--- config.mk ---
export PLATFORM = sky130hd
export DESIGN_NAME = ce_seq
export DESIGN_NICKNAME = d
export VERILOG_FILES = /design/src/rtl/ce_seq_pkg.sv /design/src/rtl/ce_seq_mac_slice.sv /design/src/rtl/ce_seq.sv
export SDC_FILE = /design/constraint.sdc
export NUM_CORES = 2
export LEC_CHECK = 0
export ABC_AREA = 1
export CELL_PAD_IN_SITES_DETAIL_PLACEMENT = 1
export CELL_PAD_IN_SITES_GLOBAL_PLACEMENT = 1
export CORE_AREA = 3 3 516 518
export CTS_BUF_LIST = sky130_fd_sc_hd__clkbuf_2
export CTS_CLUSTER_DIAMETER = 80
export CTS_CLUSTER_SIZE = 14
export DETAILED_ROUTE_END_ITERATION = 7
export DIE_AREA = 0 0 519 521
export PLACE_DENSITY_LB_ADDON = 0.1
export REMOVE_ABC_BUFFERS = 1
export SYNTH_ARGS = -nofsm -noshare
export SYNTH_HDL_FRONTEND = slang
export SYNTH_SLANG_ARGS = --single-unit
--- constraint.sdc ---
create_clock -name clk -period 13.96 [get_ports clk]
set_clock_uncertainty 0.1 [all_clocks]
set_input_delay 1.396 -clock clk [delete_from_list [all_inputs] [get_ports clk]]
set_output_delay 1.396 -clock clk [all_outputs]
set_load 0.1 [all_outputs]
--- src/rtl/ce_seq_pkg.sv ---
// Shared definitions for the ce_seq convolution element: FSM state type and
// elaboration-time sizing helpers.
package ce_seq_pkg;

    typedef enum logic [1:0] {
        ST_IDLE,
        ST_MAC,
        ST_POST,
        ST_HOLD
    } state_t;

    // ceil(log2(v)); 0 for v <= 1
    function automatic int clog2(input int v);
        int r;
        int x;
        r = 0;
        x = v - 1;
        while (x > 0) begin
            r++;
            x = x >> 1;
        end
        return r;
    endfunction

    function automatic int ceil_div(input int a, input int b);
        return (a + b - 1) / b;
    endfunction

endpackage

--- src/rtl/ce_seq_mac_slice.sv ---
// Combinational slice of PAR signed N x M multipliers feeding one sum;
// the caller supplies already-selected (and zero-padded) taps.
module ce_mac_slice
    import ce_seq_pkg::*;
#(
    parameter int N   = 8,
    parameter int M   = 8,
    parameter int PAR = 9
) (
    input  logic [PAR*N-1:0]                   i_data,
    input  logic [PAR*M-1:0]                   i_wt,
    output logic signed [N+M+clog2(PAR)-1:0]   o_sum
);

    localparam int PW = N + M;
    localparam int SW = N + M + clog2(PAR);

    logic signed [PW-1:0] w_de;
    logic signed [PW-1:0] w_we;
    logic signed [PW-1:0] w_prod;
    logic signed [SW-1:0] w_acc;

    // Written as a linear sum; synthesis rebalances it into a tree.
    always_comb begin
        w_de   = '0;
        w_we   = '0;
        w_prod = '0;
        w_acc  = '0;
        for (int unsigned k = 0; k < PAR; k++) begin
            w_de   = PW'($signed(i_data[k*N +: N]));
            w_we   = PW'($signed(i_wt[k*M +: M]));
            w_prod = w_de * w_we;
            w_acc  = w_acc + SW'(w_prod);
        end
    end

    assign o_sum = w_acc;

endmodule

--- src/rtl/ce_seq.sv ---
// Time-multiplexed convolution element: captures a window, accumulates PAR
// products per beat, then rounds, shifts, optionally rectifies and saturates.
module ce_seq
    import ce_seq_pkg::*;
#(
    parameter int CL_IN  = 9,
    parameter int KERNEL = 3,
    parameter int RELU   = 1,
    parameter int N      = 8,
    parameter int M      = 8,
    parameter int SR     = 4,
    parameter int PAR    = 9
) (
    input  logic                             clk,
    input  logic                             rst,
    input  logic [CL_IN*KERNEL*KERNEL*N-1:0] data2conv,
    input  logic [CL_IN*KERNEL*KERNEL*M-1:0] w,
    input  logic [N+M-1:0]                   bias,
    input  logic                             en_in,
    output logic                             rdy_in,
    output logic [N-1:0]                     d_out,
    output logic                             en_out,
    input  logic                             rdy_out
);

    localparam int TAPS  = CL_IN * KERNEL * KERNEL;
    localparam int BEATS = ceil_div(TAPS, PAR);
    localparam int ACC_W = N + M + clog2(TAPS) + 1;
    localparam int SW    = N + M + clog2(PAR);
    localparam int PW    = ACC_W + 1;
    localparam int BW    = (BEATS > 1) ? clog2(BEATS) : 1;
    localparam int RND   = (2 ** SR) / 2;

    localparam logic [BW-1:0]        LAST = BW'(BEATS - 1);
    localparam logic signed [PW-1:0] OMAX = PW'((2 ** (N - 1)) - 1);
    localparam logic signed [PW-1:0] OMIN = PW'(-(2 ** (N - 1)));

    state_t                  r_state;
    state_t                  w_next;

    logic [TAPS*N-1:0]       r_data;
    logic [TAPS*M-1:0]       r_wt;
    logic signed [N+M-1:0]   r_bias;
    logic signed [ACC_W-1:0] r_acc;
    logic [BW-1:0]           r_beat;
    logic [N-1:0]            r_dout;
    logic                    r_en_out;

    logic                    w_rdy_in;
    logic                    w_accept;
    logic                    w_last;
    logic [PAR*N-1:0]        w_sel_d;
    logic [PAR*M-1:0]        w_sel_w;
    logic signed [SW-1:0]    w_slice;
    logic signed [PW-1:0]    w_sum;
    logic signed [PW-1:0]    w_shr;
    logic [N-1:0]            w_res;

    assign w_accept = en_in & w_rdy_in;
    assign w_last   = (r_beat == LAST);

    // ---------------- FSM: state register ----------------
    always_ff @(posedge clk) begin
        if (!rst) begin
            r_state <= ST_IDLE;
        end else begin
            r_state <= w_next;
        end
    end

    // ---------------- FSM: next state ----------------
    always_comb begin
        w_next = r_state;
        case (r_state)
            ST_IDLE: if (en_in)  w_next = ST_MAC;
            ST_MAC:  if (w_last) w_next = ST_POST;
            ST_POST: w_next = ST_HOLD;
            ST_HOLD: if (rdy_out) w_next = en_in ? ST_MAC : ST_IDLE;
            default: w_next = ST_IDLE;
        endcase
    end

    // ---------------- FSM: outputs ----------------
    // rdy_in is gated by rst so it stays low for as long as reset is held.
    always_comb begin
        w_rdy_in = 1'b0;
        case (r_state)
            ST_IDLE: w_rdy_in = rst;
            ST_HOLD: w_rdy_in = rst & rdy_out;
            default: w_rdy_in = 1'b0;
        endcase
    end

    // ---------------- tap select with zero padding for the last beat ----------------
    always_comb begin
        int unsigned idx;
        idx     = 0;
        w_sel_d = '0;
        w_sel_w = '0;
        for (int unsigned k = 0; k < PAR; k++) begin
            idx = int'(r_beat) * PAR + k;
            if (idx < TAPS) begin
                w_sel_d[k*N +: N] = r_data[idx*N +: N];
                w_sel_w[k*M +: M] = r_wt[idx*M +: M];
            end
        end
    end

    ce_mac_slice #(
        .N   (N),
        .M   (M),
        .PAR (PAR)
    ) u_slice (
        .i_data (w_sel_d),
        .i_wt   (w_sel_w),
        .o_sum  (w_slice)
    );

    // ---------------- post-processing: bias, round, shift, relu, clamp ----------------
    always_comb begin
        w_sum = PW'(r_acc) + PW'(r_bias) + PW'(RND);
        w_shr = w_sum >>> SR;
        if ((RELU != 0) && w_shr[PW-1]) begin
            w_res = '0;
        end else if (w_shr > OMAX) begin
            w_res = OMAX[N-1:0];
        end else if (w_shr < OMIN) begin
            w_res = OMIN[N-1:0];
        end else begin
            w_res = w_shr[N-1:0];
        end
    end

    // ---------------- datapath registers ----------------
    always_ff @(posedge clk) begin
        if (!rst) begin
            r_data   <= '0;
            r_wt     <= '0;
            r_bias   <= '0;
            r_acc    <= '0;
            r_beat   <= '0;
            r_dout   <= '0;
            r_en_out <= 1'b0;
        end else begin
            if (w_accept) begin
                r_data <= data2conv;
                r_wt   <= w;
                r_bias <= bias;
                r_acc  <= '0;
                r_beat <= '0;
            end else if (r_state == ST_MAC) begin
                r_acc  <= r_acc + ACC_W'(w_slice);
                r_beat <= r_beat + BW'(1);
            end

            if (r_state == ST_POST) begin
                r_dout   <= w_res;
                r_en_out <= 1'b1;
            end else if ((r_state == ST_HOLD) && rdy_out) begin
                r_en_out <= 1'b0;
            end
        end
    end

    assign rdy_in = w_rdy_in;
    assign d_out  = r_dout;
    assign en_out = r_en_out;

endmodule
* Word-level counts from Yosys, hierarchy flattened
Index checks and enable logic that the tools add are counted.
** Word-level totals
- Flip-flop bits (word level) :: 1351
- Latch bits :: 0
- Bits in writable memories :: 0
- Bits in read-only memories :: 0
- Input bits :: 1316
- Output and inout port bits :: 10
- Logic and storage cells :: 111
- Memories :: 0
** Cells by class
- Add/sub/neg operators :: 20
- Multipliers :: 10
- Divide/modulo/power cells :: 0
- $lt $le $gt $ge :: 11
- Equality and inequality tests :: 7
- Shifts and indexed selects :: 18
- Mux-type cells :: 29
- Bitwise operators :: 3
- Reduce and logical (&&, ||, !) cells :: 5
** Operators with widths (number)
- variable part select 648 x 13 -> 8 bit :: 16
- variable part select 648 x 12 -> 8 bit :: 2
- two-way mux 8 bit :: 21
- multiplier 8 x 8 -> 16 bit :: 9
- adder 20 x 16 -> 20 bit :: 6
- < comparator 9 x 7 -> 1 bit (second input constant) :: 8
- adder 8 x 3 -> 9 bit (second input constant) :: 4
- adder 24 x 16 -> 25 bit :: 1
- adder 25 x 5 -> 25 bit (second input constant) :: 1
- adder 24 x 20 -> 24 bit :: 1
- greater-than comparator 21 x 8 -> 1 bit (second input constant) :: 1
- < comparator 21 x 8 -> 1 bit (second input constant) :: 1
- adder 17 x 16 -> 18 bit :: 1
- adder 8 x 2 -> 9 bit (second input constant) :: 2
- adder 16 x 16 -> 17 bit :: 1
- adder 8 x 1 -> 9 bit (second input constant) :: 1
- adder 8 x 4 -> 9 bit (second input constant) :: 1
- < comparator 8 x 7 -> 1 bit (second input constant) :: 1
- multiplier 4 x 4 -> 8 bit (second input constant) :: 1
- case mux 2 bit (4 select lines) :: 1
- two-way mux 2 bit :: 3
- inequality test 2 bit (second input constant) :: 3
- adder 4 x 1 -> 4 bit (second input constant) :: 1
- equality test 2 bit (second input constant) :: 2
- 11 further kinds :: 14

* Depth between registers and ports, before layout
- Word-level depth :: 14
- Depth in mapped cells :: 77
- Mapped depth without buffers :: 76

* Hierarchy
A second synthesis with hierarchy kept.
** Second synthesis, totals
- Cell total of the unflattened synthesis :: 11497
- Area, all modules :: 87592.8 µm²
** Modules (own cells, without submodules)
- ce_seq :: instances 1, cells an instance 8390, area each 61086.1 µm², seq. area each 27045.9 µm²
- ce_mac_slice :: instances 1, cells an instance 3107, area each 26506.7 µm², seq. area each 0.0 µm²

* Worst setup path before layout
OpenSTA, ideal clock, no wires.
- Path kind :: reg2reg
- Start :: register r_beat[0]
- End :: register r_acc[22]
- Setup time :: 0.056 ns
- Arrival :: 14.517 ns
- Required time :: 13.804 ns
- Setup slack :: -0.713 ns
- Stages on the path, launching flop included :: 70
- Buffers on the path :: 4
- Clock period less this slack :: 14.673 ns
- Cell sequence :: dfxtp_1 > inv_2 > buf_2 > buf_2 > clkbuf_1 > ha_1 > nor2_1 > o2111ai_1 > nand2_1 > a31o_1 > nand2_1 > inv_2 > buf_6 > nand2_1 > nor2_1 > inv_1 > fa_1 > fa_1 > (+34 left out) > o21bai_1 > a21oi_1 > o21bai_1 > nand2_1 > nand2_1 > xor2_1 > ha_1 > nand4_1 > nor2_1 > nand4_1 > nand3_1 > nand3_1 > nand2_1 > a31oi_1 > or2_2 > nand3_1 > nand2_1 > inv_1
** Between the ends
- Longest elaborated chain between the ends :: 14
- Elaborated cells on any way between the ends :: 72
- Classes of those cells :: add/sub: 17; mul: 10; order compare: 9; shift: 18; mux: 18
** Ends and longest elaborated chain
- from (decl) :: line ce_seq.sv:45 : logic [BW-1:0] r_beat;
- from (signal assigned) :: line ce_seq.sv:153 : r_beat <= r_beat + BW'(1);
- multiplier 4 x 4 -> 8 bit (*) :: line ce_seq.sv:101 : idx = int'(r_beat) * PAR + k;
- adder 8 x 1 -> 9 bit :: line ce_seq.sv:101
- variable part select 648 x 13 -> 8 bit, or another cell as far along :: line ce_seq.sv:103 : w_sel_d[k*N +: N] = r_data[idx*N +: N];
- two-way mux 8 bit :: line ce_seq.sv:102 : if (idx < TAPS) begin
- multiplier 8 x 8 -> 16 bit :: line ce_seq_mac_slice.sv:32 : w_prod = w_de * w_we;
- adder 16 x 16 -> 17 bit :: line ce_seq_mac_slice.sv:33 : w_acc = w_acc + SW'(w_prod);
- adder 17 x 16 -> 18 bit :: line ce_seq_mac_slice.sv:33
- adder 20 x 16 -> 20 bit (5 in series) :: line ce_seq_mac_slice.sv:33
- adder 20 x 16 -> 20 bit (*) :: line ce_seq_mac_slice.sv:33
- adder 24 x 20 -> 24 bit (*) :: line ce_seq.sv:152 : r_acc <= r_acc + ACC_W'(w_slice);
- to (signal assigned) :: line ce_seq.sv:152
- to (decl) :: line ce_seq.sv:44 : logic signed [ACC_W-1:0] r_acc;
Every way passes the cells marked *; elsewhere a longest branch is shown, timed or not.
A chain may end at the register's enable or synchronous reset.

* Worst setup path in the final report
Ends and elaborated chain as after synthesis.

==> results.toml <==
[clock_network]
cts_max_path_buffers = 3
cts_max_level = 3
clock_latency_ps = 1860
clk_pin_slew_ps = 280
root_buffer = "clkbuf_2"
cts_tree = "built"
cts_sinks = 1351
cts_made_buffers = 116

[setup_path]
critPathMaxStageDelay_ps = 550
crit_required_ps = 15480
worstPathMaxFanout = 5
crit_slowest_cell = "fa_1"
start_kind = "register"
critPathMostFrequentCell = "fa_1"
arrival_ps = 16300
cp-end-kind = "register"
r2r_slack_ps = -820
worstSetupPathType = "reg2reg"

[synthesis]
synthCells = 11100
synth_area_leaders = "dfxtp_1, fa_1, a21oi_1"
avgSynthCellArea_um2 = 7.75
ys_seq_area_share_pct = 31.5
syn_area_um2 = 85900
synth.cells.most_frequent = "a21oi_1, inv_1, nand2_1, dfxtp_1, nand3_1"
yosysTopAreaCell = "dfxtp_1"
synth_seq_cells = 1351
async_flop_share_pct = 0
synthMostInstantiatedCell = "a21oi_1"
ys_warn_count = 0
synth-edff-count = 0
synth_top_area_share_pct = 31.5
synthFlopType = "dfxtp_1"
synth.distinct_cells = 58

[floorplan]
die_area_um2 = 270000
initial_core_util_pct = 32.8
dieHeight_um = 521
io_pins = 1326
die_w_um = 519
rows = 188
core-area_um2 = 262000

[placement]
io_buffers = 1325
place.gp.congestion = 0.873
dp_hpwl_um = 299000
dpl.cell_count = 15800

[route]
drt-pass1-iter-count = 5
finalWirelength_um = 405000
first_iter_violations = 5106
num_vias = 87700
drc = 0
wl_per_cell_um = 23.6
drtAntennaViolNets = 0
via_per_inst = 5.10

[worst_hold_path]
hp-class = "in2reg"

[run_status]
status = "finished, violations left"
violations = "negative setup slack"

[global_routing]
overflow = 0
antenna_found_initial = 53
grt_pass1_wl_um = 602000
grt_pass1_vias = 95600
grt_max_degree = 230
grt_usage_pct = 28.9

[finish]
instances_no_fill = 17200
fillers = 31200
final_nets = 16000
area_growth_syn_to_layout_pct = 40.3
multi_input_area_um2 = 51200
register_area_um2 = 27100
layout-drive-gt1-share_pct = 9.87

[sta]
period_needed_ps = 14780
clock.fmax_mhz = 67.7
post-route-period-util_pct = 106
rsz0062_at_grt = "true"
worst_slew_pin_slew_ps = 1260
finalSetupViolations = 13
hold_violations = 0
hold_slack_ps = 264
fin_ws_ps = -819
relSlewSlack_pct = 15.9
final-max-slew-violation-count = 0

[flow_run]
maxCapViolations = 0
## cell families after synthesis
logic type | Yosys count | share of synthesized area, %
and+or+nand+nor | 2928 | 14.2
buffers and inverters | 2483 | 11.2
adders and majority gates | 1061 | 22.2
xor gates and xnor gates | 82 | 0.836
AOI/OAI and AO/OA | 3187 | 20.1
DFF | 1351 | 31.5
## worst max-delay path, delay by kind of cell (launching register included)
kind | cells | cell delay (ps)
AND/OR/NAND/NOR | 21 | 2040
buffers and inverters | 21 | 1590
AO/OA/AOI/OAI | 8 | 1420
flip-flops | 1 | 420
adder cells (fa/ha/maj) | 21 | 8930
XOR/XNOR | 2 | 310
## layout by cell type, fill, tap and decap left out, types with 45 or more instances in the layout
cell type        instances
clkbuf_2               122
xor2_1                  45
a22oi_1                113
dfxtp_1               1347
inv_2                   92
nor2_1                 583
o22ai_2                 46
inv_1                 1646
clkdlybuf4s50_1       1322
fa_1                   760
ha_1                   248
nand3_1                776
nand2_1               1397
o22ai_1                329
o21ai_0                714
buf_6                   50
buf_4                  642
a21oi_1               1818
dlygate4sd3_1         1066
## per-stage QoR
| stage | area [µm²] | TNS [ps] | util (%) | worst slack [ps] |
|---|---|---|---|---|
| 2_1_floorplan | 82900 | - | - | -200670 |
| 3_3_place_gp | 106000 | -14570 | 40.3 | -1320 |
| 3_5_place_dp | 106000 | -19690 | 40.3 | -1670 |
| 4_1_cts | 119000 | -6060 | 45.4 | -806 |
| 5_1_grt | 121000 | -15230 | 46.0 | -1510 |
| 6_report | 121000 | -6990 | 46.0 | -819 |
## sequential cells by signal (all words and copies together), names as in the netlist
signal   cells
r_data     648
r_beat       4
en_out       1
r_acc       24
d_out        8
r_wt       648
r_bias      16
r_state      2
## metal layers
| layer | share of wire (%) | vias to the layer above | wire, µm | global-route usage (%) |
|---|---|---|---|---|
| met3 | 3.4 | 526 | 13600 | 2.92 |
| met4 | 3.7 | 26 | 15100 | 9.63 |
| li1 | - | 41000 | - | - |
| met5 | 0.038 | - | 152 | 0 |
| met2 | 51 | 1881 | 206000 | 52.3 |
| met1 | 42 | 44300 | 170000 | 35.8 |
## worst paths after layout
check	start	to	cells after the start
worst max-delay path	r_beat[0]	r_acc[22]	73
worst min-delay path	w[409]	r_wt[409]	3
worst max register to register	r_beat[0]	r_acc[22]	73
worst min register to register	d_out[7]	d_out[7]	2
## timing repair
action,4_1_cts,5_1_grt
pin swaps,100,174
hold buffers,1066,0
hold endpoints to repair,1074,0
setup buffers,41,60
cloned,5,2
gates resized for setup,275,279
setup endpoints to repair,17,16
## cell type report
cell class	count	share of cell area [%]
Timing Repair inverter	2	0.0197
Clock buffer	122	0.506
Inverter	1756	5.55
Timing Repair Buffer	3119	25.0
Clock inverter	33	0.334
Tap cell	3515	3.65
Multi-Input combinational cell	7258	42.4
Antenna cell	43	0.0892
Sequential cell	1351	22.4
Power is not shown: default switching activity piles up to over one toggle a cycle in this logic, so the estimate is an artifact.
